### src/rtl/ex_operand_stage_pkg.sv
// Shared types and constants for the ID/EX operand stage.
// Opcodes, ALU op codes, immediate kinds and the ID/EX register bundle.
package ex_operand_stage_pkg;

    localparam logic [6:0] OPC_OP     = 7'b0110011;
    localparam logic [6:0] OPC_OP_IMM = 7'b0010011;
    localparam logic [6:0] OPC_LOAD   = 7'b0000011;
    localparam logic [6:0] OPC_STORE  = 7'b0100011;
    localparam logic [6:0] OPC_LUI    = 7'b0110111;
    localparam logic [6:0] OPC_AUIPC  = 7'b0010111;
    localparam logic [6:0] OPC_JAL    = 7'b1101111;
    localparam logic [6:0] OPC_JALR   = 7'b1100111;
    localparam logic [6:0] OPC_BRANCH = 7'b1100011;

    localparam logic [3:0] ALU_ADD  = 4'b0000;
    localparam logic [3:0] ALU_SUB  = 4'b1000;
    localparam logic [3:0] ALU_SLL  = 4'b0001;
    localparam logic [3:0] ALU_SLT  = 4'b0010;
    localparam logic [3:0] ALU_SLTU = 4'b0011;
    localparam logic [3:0] ALU_XOR  = 4'b0100;
    localparam logic [3:0] ALU_SRL  = 4'b0101;
    localparam logic [3:0] ALU_SRA  = 4'b1101;
    localparam logic [3:0] ALU_OR   = 4'b0110;
    localparam logic [3:0] ALU_AND  = 4'b0111;

    typedef enum logic [2:0] {
        IMM_I,
        IMM_S,
        IMM_B,
        IMM_U,
        IMM_J,
        IMM_NONE
    } imm_type_e;

    typedef struct packed {
        logic        valid;
        logic [3:0]  alu_op;
        logic [31:0] data1;
        logic [31:0] data2;
        logic [31:0] store_data;
        logic [4:0]  rd;
        logic        reg_we;
        logic        is_load;
        logic        is_store;
        logic [31:0] pc;
        logic        illegal;
    } id_ex_t;

    function automatic imm_type_e imm_type(input logic [6:0] opc);
        imm_type_e t;
        t = IMM_NONE;
        case (opc)
            OPC_OP_IMM, OPC_LOAD, OPC_JALR: t = IMM_I;
            OPC_STORE:                      t = IMM_S;
            OPC_BRANCH:                     t = IMM_B;
            OPC_LUI, OPC_AUIPC:             t = IMM_U;
            OPC_JAL:                        t = IMM_J;
            default:                        t = IMM_NONE;
        endcase
        return t;
    endfunction

    // x0 is never a forwarding source.
    function automatic logic fwd_hit(
        input logic       we,
        input logic [4:0] rd,
        input logic [4:0] rs
    );
        return we && (rd != 5'd0) && (rd == rs);
    endfunction

endpackage

### src/rtl/ex_operand_stage_if.sv
// ID-side request, forwarding taps, stage control and EX-side results.
// The stage is the slave; the surrounding pipeline is the master.
interface ex_operand_stage_if #(
    parameter int unsigned XLEN = 32
);
    logic            id_valid;
    logic [31:0]     id_inst;
    logic [XLEN-1:0] id_pc;
    logic [XLEN-1:0] id_rs1_data;
    logic [XLEN-1:0] id_rs2_data;

    logic            mem_fwd_we;
    logic [4:0]      mem_fwd_rd;
    logic [XLEN-1:0] mem_fwd_data;
    logic            wb_fwd_we;
    logic [4:0]      wb_fwd_rd;
    logic [XLEN-1:0] wb_fwd_data;

    logic            stall;
    logic            flush;

    logic            ex_valid;
    logic [3:0]      ex_alu_op;
    logic [XLEN-1:0] ex_data1;
    logic [XLEN-1:0] ex_data2;
    logic [XLEN-1:0] ex_store_data;
    logic [4:0]      ex_rd;
    logic            ex_reg_we;
    logic            ex_is_load;
    logic            ex_is_store;
    logic [XLEN-1:0] ex_pc;
    logic            ex_illegal;
    logic            load_use_hazard;

    modport master (
        output id_valid, id_inst, id_pc, id_rs1_data, id_rs2_data,
        output mem_fwd_we, mem_fwd_rd, mem_fwd_data,
        output wb_fwd_we, wb_fwd_rd, wb_fwd_data,
        output stall, flush,
        input  ex_valid, ex_alu_op, ex_data1, ex_data2, ex_store_data,
        input  ex_rd, ex_reg_we, ex_is_load, ex_is_store, ex_pc,
        input  ex_illegal, load_use_hazard
    );

    modport slave (
        input  id_valid, id_inst, id_pc, id_rs1_data, id_rs2_data,
        input  mem_fwd_we, mem_fwd_rd, mem_fwd_data,
        input  wb_fwd_we, wb_fwd_rd, wb_fwd_data,
        input  stall, flush,
        output ex_valid, ex_alu_op, ex_data1, ex_data2, ex_store_data,
        output ex_rd, ex_reg_we, ex_is_load, ex_is_store, ex_pc,
        output ex_illegal, load_use_hazard
    );
endinterface

### src/rtl/ex_operand_stage_imm_gen.sv
// RV32I immediate generator: sign-extended immediate chosen by opcode.
// Purely combinational; unknown opcodes yield zero.
module ex_operand_stage_imm_gen
    import ex_operand_stage_pkg::*;
(
    input  logic [31:0] inst,
    output logic [31:0] imm
);

    always_comb begin
        imm = '0;
        case (imm_type(inst[6:0]))
            IMM_I: imm = {{20{inst[31]}}, inst[31:20]};
            IMM_S: imm = {{20{inst[31]}}, inst[31:25], inst[11:7]};
            IMM_B: imm = {{19{inst[31]}}, inst[31], inst[7],
                          inst[30:25], inst[11:8], 1'b0};
            IMM_U: imm = {inst[31:12], 12'b0};
            IMM_J: imm = {{11{inst[31]}}, inst[31], inst[19:12],
                          inst[20], inst[30:21], 1'b0};
            default: imm = '0;
        endcase
    end

endmodule

### src/rtl/ex_operand_stage.sv
// ID/EX operand stage: decode to ALU op, forward and select operands,
// register the result for EX and flag load-use hazards back to ID.
module ex_operand_stage
    import ex_operand_stage_pkg::*;
#(
    parameter int unsigned XLEN     = 32,
    parameter logic [31:0] RESET_PC = 32'h0000_0000
)(
    input logic              clk,
    input logic              rst,
    ex_operand_stage_if.slave bus
);

    localparam logic [XLEN-1:0] LINK_OFS = XLEN'(4);

    logic [6:0]      opc;
    logic [4:0]      rs1;
    logic [4:0]      rs2;
    logic [4:0]      rd;
    logic [2:0]      f3;
    logic            f7b;
    logic [XLEN-1:0] imm;
    logic [XLEN-1:0] rs1_val;
    logic [XLEN-1:0] rs2_val;

    assign opc = bus.id_inst[6:0];
    assign rd  = bus.id_inst[11:7];
    assign f3  = bus.id_inst[14:12];
    assign rs1 = bus.id_inst[19:15];
    assign rs2 = bus.id_inst[24:20];
    assign f7b = bus.id_inst[30];

    ex_operand_stage_imm_gen u_imm_gen (
        .inst (bus.id_inst),
        .imm  (imm)
    );

    // The closer stage (EX/MEM) holds the younger value, so it wins.
    always_comb begin
        rs1_val = bus.id_rs1_data;
        if (rs1 == 5'd0)
            rs1_val = '0;
        else if (fwd_hit(bus.mem_fwd_we, bus.mem_fwd_rd, rs1))
            rs1_val = bus.mem_fwd_data;
        else if (fwd_hit(bus.wb_fwd_we, bus.wb_fwd_rd, rs1))
            rs1_val = bus.wb_fwd_data;
    end

    always_comb begin
        rs2_val = bus.id_rs2_data;
        if (rs2 == 5'd0)
            rs2_val = '0;
        else if (fwd_hit(bus.mem_fwd_we, bus.mem_fwd_rd, rs2))
            rs2_val = bus.mem_fwd_data;
        else if (fwd_hit(bus.wb_fwd_we, bus.wb_fwd_rd, rs2))
            rs2_val = bus.wb_fwd_data;
    end

    logic [3:0]      dec_op;
    logic [XLEN-1:0] dec_a;
    logic [XLEN-1:0] dec_b;
    logic            dec_we;
    logic            dec_ld;
    logic            dec_st;
    logic            dec_ill;
    logic            rs1_used;
    logic            rs2_used;

    always_comb begin
        dec_op   = ALU_ADD;
        dec_a    = rs1_val;
        dec_b    = imm;
        dec_we   = 1'b0;
        dec_ld   = 1'b0;
        dec_st   = 1'b0;
        dec_ill  = 1'b0;
        rs1_used = 1'b1;
        rs2_used = 1'b0;
        case (opc)
            OPC_OP: begin
                dec_op   = {f7b, f3};
                dec_b    = rs2_val;
                dec_we   = 1'b1;
                rs2_used = 1'b1;
            end
            OPC_OP_IMM: begin
                // Only shifts use funct7[5]; other I-ops carry imm bits there.
                dec_op = {(f3 == 3'b101) & f7b, f3};
                dec_we = 1'b1;
            end
            OPC_LOAD: begin
                dec_ld = 1'b1;
                dec_we = 1'b1;
            end
            OPC_STORE: begin
                dec_st   = 1'b1;
                rs2_used = 1'b1;
            end
            OPC_LUI: begin
                dec_a    = '0;
                dec_we   = 1'b1;
                rs1_used = 1'b0;
            end
            OPC_AUIPC: begin
                dec_a    = bus.id_pc;
                dec_we   = 1'b1;
                rs1_used = 1'b0;
            end
            OPC_JAL: begin
                dec_a    = bus.id_pc;
                dec_b    = LINK_OFS;
                dec_we   = 1'b1;
                rs1_used = 1'b0;
            end
            OPC_JALR: begin
                dec_a  = bus.id_pc;
                dec_b  = LINK_OFS;
                dec_we = 1'b1;
            end
            OPC_BRANCH: begin
                dec_a    = bus.id_pc;
                rs2_used = 1'b1;
            end
            default: dec_ill = 1'b1;
        endcase
    end

    id_ex_t ex_q;
    id_ex_t ex_d;

    always_comb begin
        ex_d = ex_q;
        if (bus.flush) begin
            ex_d.valid    = 1'b0;
            ex_d.reg_we   = 1'b0;
            ex_d.is_load  = 1'b0;
            ex_d.is_store = 1'b0;
            ex_d.illegal  = 1'b0;
        end else if (!bus.stall) begin
            ex_d.valid      = bus.id_valid;
            ex_d.alu_op     = dec_op;
            ex_d.data1      = dec_a;
            ex_d.data2      = dec_b;
            ex_d.store_data = rs2_val;
            ex_d.rd         = rd;
            ex_d.reg_we     = bus.id_valid & dec_we & (rd != 5'd0);
            ex_d.is_load    = bus.id_valid & dec_ld;
            ex_d.is_store   = bus.id_valid & dec_st;
            ex_d.pc         = bus.id_pc;
            ex_d.illegal    = bus.id_valid & dec_ill;
        end
    end

    always_ff @(posedge clk or posedge rst) begin
        if (rst) begin
            ex_q    <= '0;
            ex_q.pc <= RESET_PC;
        end else begin
            ex_q <= ex_d;
        end
    end

    assign bus.load_use_hazard = bus.id_valid & ex_q.valid & ex_q.is_load
                               & (ex_q.rd != 5'd0)
                               & ((rs1_used & (ex_q.rd == rs1))
                                | (rs2_used & (ex_q.rd == rs2)));

    assign bus.ex_valid      = ex_q.valid;
    assign bus.ex_alu_op     = ex_q.alu_op;
    assign bus.ex_data1      = ex_q.data1;
    assign bus.ex_data2      = ex_q.data2;
    assign bus.ex_store_data = ex_q.store_data;
    assign bus.ex_rd         = ex_q.rd;
    assign bus.ex_reg_we     = ex_q.reg_we;
    assign bus.ex_is_load    = ex_q.is_load;
    assign bus.ex_is_store   = ex_q.is_store;
    assign bus.ex_pc         = ex_q.pc;
    assign bus.ex_illegal    = ex_q.illegal;

endmodule

### src/flat_wrapper.sv
// flat-port wrapper written by rule: the top's interface ports become plain ports
module ex_operand_stage_flat import ex_operand_stage_pkg::*;
#(
    parameter int unsigned XLEN     = 32,
    parameter logic [31:0] RESET_PC = 32'h0000_0000
)
  (clk, rst, bus_id_valid, bus_id_inst, bus_id_pc, bus_id_rs1_data, bus_id_rs2_data, bus_mem_fwd_we, bus_mem_fwd_rd, bus_mem_fwd_data, bus_wb_fwd_we, bus_wb_fwd_rd, bus_wb_fwd_data, bus_stall, bus_flush, bus_ex_valid, bus_ex_alu_op, bus_ex_data1, bus_ex_data2, bus_ex_store_data, bus_ex_rd, bus_ex_reg_we, bus_ex_is_load, bus_ex_is_store, bus_ex_pc, bus_ex_illegal, bus_load_use_hazard);
  ex_operand_stage_if #(.XLEN(XLEN)) bus_i ();
  input logic clk;
  input logic rst;
  input wire logic [$bits(bus_i.id_valid)-1:0] bus_id_valid;
  input wire logic [$bits(bus_i.id_inst)-1:0] bus_id_inst;
  input wire logic [$bits(bus_i.id_pc)-1:0] bus_id_pc;
  input wire logic [$bits(bus_i.id_rs1_data)-1:0] bus_id_rs1_data;
  input wire logic [$bits(bus_i.id_rs2_data)-1:0] bus_id_rs2_data;
  input wire logic [$bits(bus_i.mem_fwd_we)-1:0] bus_mem_fwd_we;
  input wire logic [$bits(bus_i.mem_fwd_rd)-1:0] bus_mem_fwd_rd;
  input wire logic [$bits(bus_i.mem_fwd_data)-1:0] bus_mem_fwd_data;
  input wire logic [$bits(bus_i.wb_fwd_we)-1:0] bus_wb_fwd_we;
  input wire logic [$bits(bus_i.wb_fwd_rd)-1:0] bus_wb_fwd_rd;
  input wire logic [$bits(bus_i.wb_fwd_data)-1:0] bus_wb_fwd_data;
  input wire logic [$bits(bus_i.stall)-1:0] bus_stall;
  input wire logic [$bits(bus_i.flush)-1:0] bus_flush;
  output wire logic [$bits(bus_i.ex_valid)-1:0] bus_ex_valid;
  output wire logic [$bits(bus_i.ex_alu_op)-1:0] bus_ex_alu_op;
  output wire logic [$bits(bus_i.ex_data1)-1:0] bus_ex_data1;
  output wire logic [$bits(bus_i.ex_data2)-1:0] bus_ex_data2;
  output wire logic [$bits(bus_i.ex_store_data)-1:0] bus_ex_store_data;
  output wire logic [$bits(bus_i.ex_rd)-1:0] bus_ex_rd;
  output wire logic [$bits(bus_i.ex_reg_we)-1:0] bus_ex_reg_we;
  output wire logic [$bits(bus_i.ex_is_load)-1:0] bus_ex_is_load;
  output wire logic [$bits(bus_i.ex_is_store)-1:0] bus_ex_is_store;
  output wire logic [$bits(bus_i.ex_pc)-1:0] bus_ex_pc;
  output wire logic [$bits(bus_i.ex_illegal)-1:0] bus_ex_illegal;
  output wire logic [$bits(bus_i.load_use_hazard)-1:0] bus_load_use_hazard;
  assign bus_i.id_valid = bus_id_valid;
  assign bus_i.id_inst = bus_id_inst;
  assign bus_i.id_pc = bus_id_pc;
  assign bus_i.id_rs1_data = bus_id_rs1_data;
  assign bus_i.id_rs2_data = bus_id_rs2_data;
  assign bus_i.mem_fwd_we = bus_mem_fwd_we;
  assign bus_i.mem_fwd_rd = bus_mem_fwd_rd;
  assign bus_i.mem_fwd_data = bus_mem_fwd_data;
  assign bus_i.wb_fwd_we = bus_wb_fwd_we;
  assign bus_i.wb_fwd_rd = bus_wb_fwd_rd;
  assign bus_i.wb_fwd_data = bus_wb_fwd_data;
  assign bus_i.stall = bus_stall;
  assign bus_i.flush = bus_flush;
  assign bus_ex_valid = bus_i.ex_valid;
  assign bus_ex_alu_op = bus_i.ex_alu_op;
  assign bus_ex_data1 = bus_i.ex_data1;
  assign bus_ex_data2 = bus_i.ex_data2;
  assign bus_ex_store_data = bus_i.ex_store_data;
  assign bus_ex_rd = bus_i.ex_rd;
  assign bus_ex_reg_we = bus_i.ex_reg_we;
  assign bus_ex_is_load = bus_i.ex_is_load;
  assign bus_ex_is_store = bus_i.ex_is_store;
  assign bus_ex_pc = bus_i.ex_pc;
  assign bus_ex_illegal = bus_i.ex_illegal;
  assign bus_load_use_hazard = bus_i.load_use_hazard;
  ex_operand_stage #(.XLEN(XLEN), .RESET_PC(RESET_PC)) u_core (.clk(clk), .rst(rst), .bus(bus_i));
endmodule
### config.mk
export PLATFORM = sky130hd
export DESIGN_NAME = ex_operand_stage_flat
export DESIGN_NICKNAME = d
export VERILOG_FILES = /design/src/rtl/ex_operand_stage_pkg.sv /design/src/rtl/ex_operand_stage_if.sv /design/src/rtl/ex_operand_stage_imm_gen.sv /design/src/rtl/ex_operand_stage.sv /design/src/flat_wrapper.sv
export SDC_FILE = /design/constraint.sdc
export NUM_CORES = 1
export LEC_CHECK = 0
export CORE_ASPECT_RATIO = 0.7
export CORE_MARGIN = 2
export CORE_UTILIZATION = 47
export CTS_CLUSTER_SIZE = 16
export DETAILED_ROUTE_END_ITERATION = 10
export PLACE_DENSITY = 0.88
export SYNTH_ARGS = -nofsm -noshare
export SYNTH_HDL_FRONTEND = slang
export SYNTH_SLANG_ARGS = --single-unit
### constraint.sdc
create_clock -name clk -period 14.4 [get_ports clk]
set_input_delay 4.32 -clock clk [delete_from_list [all_inputs] [get_ports clk]]
set_output_delay 4.32 -clock clk [all_outputs]
set_load 0.05 [all_outputs]
==> metrics.cfg <==
[hold_path]
hold_start=u_core.bus.ex_pc[21]
min-delay-path-class=reg -> reg

[clocking]
cts_tree=yes
clk_latency_ps=430
cts_setup_buffers=0
clk_path_buf_depth=2
root_buffer=clkbuf_16
cts-resized-gates=0
htree_levels=4
hold_buffers=0
cts_buffers=17
cts.clk_slew.worst_paths_ps=70
cts_sinks=142

[setup_path]
r2r_setup_slack_ps=13340
startpoint=bus_id_inst[6]
crit_type=in -> out
cp_max_fo=17
critPathLaunchType=primary input
crit_arrival_ps=7540
required_ps=10080
r2r-end=u_core.bus.ex_data2[31]
crit_end=bus_load_use_hazard
reg2reg_from=u_core.bus.ex_data2[31]
cp-end-kind=output port
r2r_cells=3

[power]
p_leak_uw=0.00495
clkPwrFrac_pct=35.8
pwr-share-seq_pct=32.7
switching_power_uw=509
max-vdd-ir-drop_mv=0.0781
intPower_uw=921
p_per_area_nw_per_um2=115
p_sw_share_pct=35.6
pwr-share-comb_pct=31.5

[floorplan]
io_pins=352
core_um2=17100
die_w_um=162
start_util_pct=47.9
fp-row-count=40
fp.dieArea_um2=18500
die_h_um=115

[synth]
synth-seq-cells=142
async_flop_share_pct=100
synth_nets=1169
ys_warn_count=0
yosysSeqAreaShare_pct=43.3
netlist_top_cells_area=dfrtp_1, nand2_1, o21ai_0, a211oi_1, a21boi_0
synth_cells=960
synthDistinctLibCells=65
synth_edf_count=0
synth_area_um2=8200
synth_top_area_share_pct=43.3
syn_avg_cell_area_um2=8.54
ys.flop_type=dfrtp_1
synth_largest_area_cell=dfrtp_1

[cells_and_area]
area_growth_pct=51.8
drive_gt1_share_pct=5.99
nNetsFinal=1465
fill_cells=1311
post-route-util_pct=72.7

[timing]
hold_viol=0
maxSlewHeadroom_pct=17.8
setup_slack_ps=2540
tns_ps=0
setup_viol=0
clock.fmax_mhz=84.3
worst_pin_slew_ps=1230
holdWs_ps=478
timing.final.crit_share_pct=82.3
rsz0062_at_grt=no
min_period_ps=11860
drv_slew=0
final.setup_skew_ps=0

[placement]
place_congestion=0.984
numPortBuffers=351
pre_cts_ws_ps=2650
dpl.hpwl_mm=27.2

[grt]
grt_usage_pct=40.4
gr-total-overflow=0
grt_max_degree=108
grt_pass1_vias=9082
grt_first_pass_wirelength_mm=55.8
antenna_found_initial=2

[run]
drv_cap=0

[routing]
routedWlPerCell_um=25.2
wirelength_mm=37.9
num_vias=9554
drtIter0Drc=1325
viasPerCell=6.36
drc_errors=0
drtAntennaViolNets=0
firstDrtPassIters=7

[run_status]
status=complete, no violations

[layer usage]
| metal | wire length, um | share of wire, % | global-route usage, % | vias to the layer above |
|---|---|---|---|---|
| met5 | 0 | 0 | 0 | - |
| met4 | 1230 | 3.3 | 12.7 | 0 |
| met3 | 4780 | 13 | 11.8 | 112 |
| met2 | 17400 | 46 | 64.6 | 741 |
| met1 | 14400 | 38 | 53.3 | 4596 |
| li1 | - | - | - | 4105 |
[cell usage after synthesis, drive strengths merged (18+ instances only)]
| cell | count |
|---|---|
| a211oi | 51 |
| a21boi | 36 |
| a21oi | 44 |
| a2bb2oi | 18 |
| and3 | 30 |
| buf | 24 |
| clkbuf | 60 |
| dfrtp | 142 |
| nand2 | 164 |
| nand3 | 36 |
| nor2 | 49 |
| o21ai | 136 |
| o22ai | 28 |
| o31ai | 18 |
| xnor2 | 25 |
[sequential cells by signal, summed over array words and instances (netlist names)]
signal and flops:
u_core.bus.ex_data2 32, u_core.bus.ex_store_data 32, u_core.bus.ex_is_store 1, u_core.bus.ex_reg_we 1, u_core.bus.ex_pc 32, u_core.bus.ex_illegal 1, u_core.bus.ex_data1 32, u_core.bus.ex_valid 1
u_core.bus.ex_is_load 1, u_core.bus.ex_rd 5, u_core.bus.ex_alu_op 4
[power groups by stage]
stage | clock [uW] | sequential [uW] | combinational [uW]
after floorplan | 0 | 614 | 106
after global placement | 0 | 472 | 442
after detailed placement | 0 | 473 | 444
after CTS | 508 | 467 | 448
after global routing | 532 | 472 | 469
final | 512 | 467 | 451
[cell usage in the layout, fill, tap and decap left out, types with 18 or more instances in the layout]
| cell | netlist | routed |
|---|---|---|
| clkdlybuf4s50_1 | 0 | 351 |
| nand2_1 | 164 | 164 |
| dfrtp_1 | 142 | 142 |
| o21ai_0 | 93 | 93 |
| nor2_1 | 48 | 44 |
| a21oi_1 | 44 | 44 |
| o21ai_1 | 43 | 43 |
| a211oi_1 | 39 | 39 |
| nand3_1 | 36 | 36 |
| a21boi_0 | 35 | 35 |
| and3_1 | 30 | 30 |
| o22ai_1 | 28 | 27 |
| xnor2_1 | 25 | 25 |
| o31ai_1 | 18 | 18 |
| a2bb2oi_1 | 18 | 18 |
[per-stage QoR]
stage,power (uW),instance area (um^2),instances
6_report,1430,12400,1502
5_1_grt,1470,12400,1500
4_1_cts,1420,12400,1500
3_5_place_dp,917,11800,1468
3_3_place_gp,914,11800,1468
2_1_floorplan,720,8200,960
[critical path, cell delays in order]
cell,delay [ps]
clkdlybuf4s50_1,880
nand4b_1,460
o22ai_1,780
nor4_1,170
nand3_1,130
a21oi_1,70
clkdlybuf4s50_1,720
[layout make-up]
cell class	instances	area [um^2]	area share (%)
multi-input cells	732	4330	34.8
inverters	2	12.5	0.101
clock buffers	18	439	3.53
well taps	231	289	2.32
repair buffers	361	3590	28.8
clock inverters	14	229	1.84
flip-flops and latches	142	3550	28.6
diodes	2	5.00	0.0402
[cells by family (layout without fill, tap and decap cells)]
kind of cell,after synthesis,count (layout),synth area share [%]
AO/OA/AOI/OAI,375,375,30.3
AND/OR/NAND/NOR,326,326,18.6
flip-flops,142,142,43.3
buffers and inverters,86,395,4.50
XOR/XNOR,30,30,3.20
multiplexers,1,1,0.137
other,0,2,0
[worst min-delay path by stage]
stage          slack (ps)  cells past startpoint                   end
2_1_floorplan         740                      2   u_core.bus.ex_pc[0]
3_3_place_gp          460                      2  u_core.bus.ex_pc[27]
3_5_place_dp          460                      2   u_core.bus.ex_pc[9]
4_1_cts               480                      2  u_core.bus.ex_pc[27]
5_1_grt               500                      2   u_core.bus.ex_pc[4]
6_report              480                      2  u_core.bus.ex_pc[21]
Note: power is estimated with default switching activity, not from simulation.
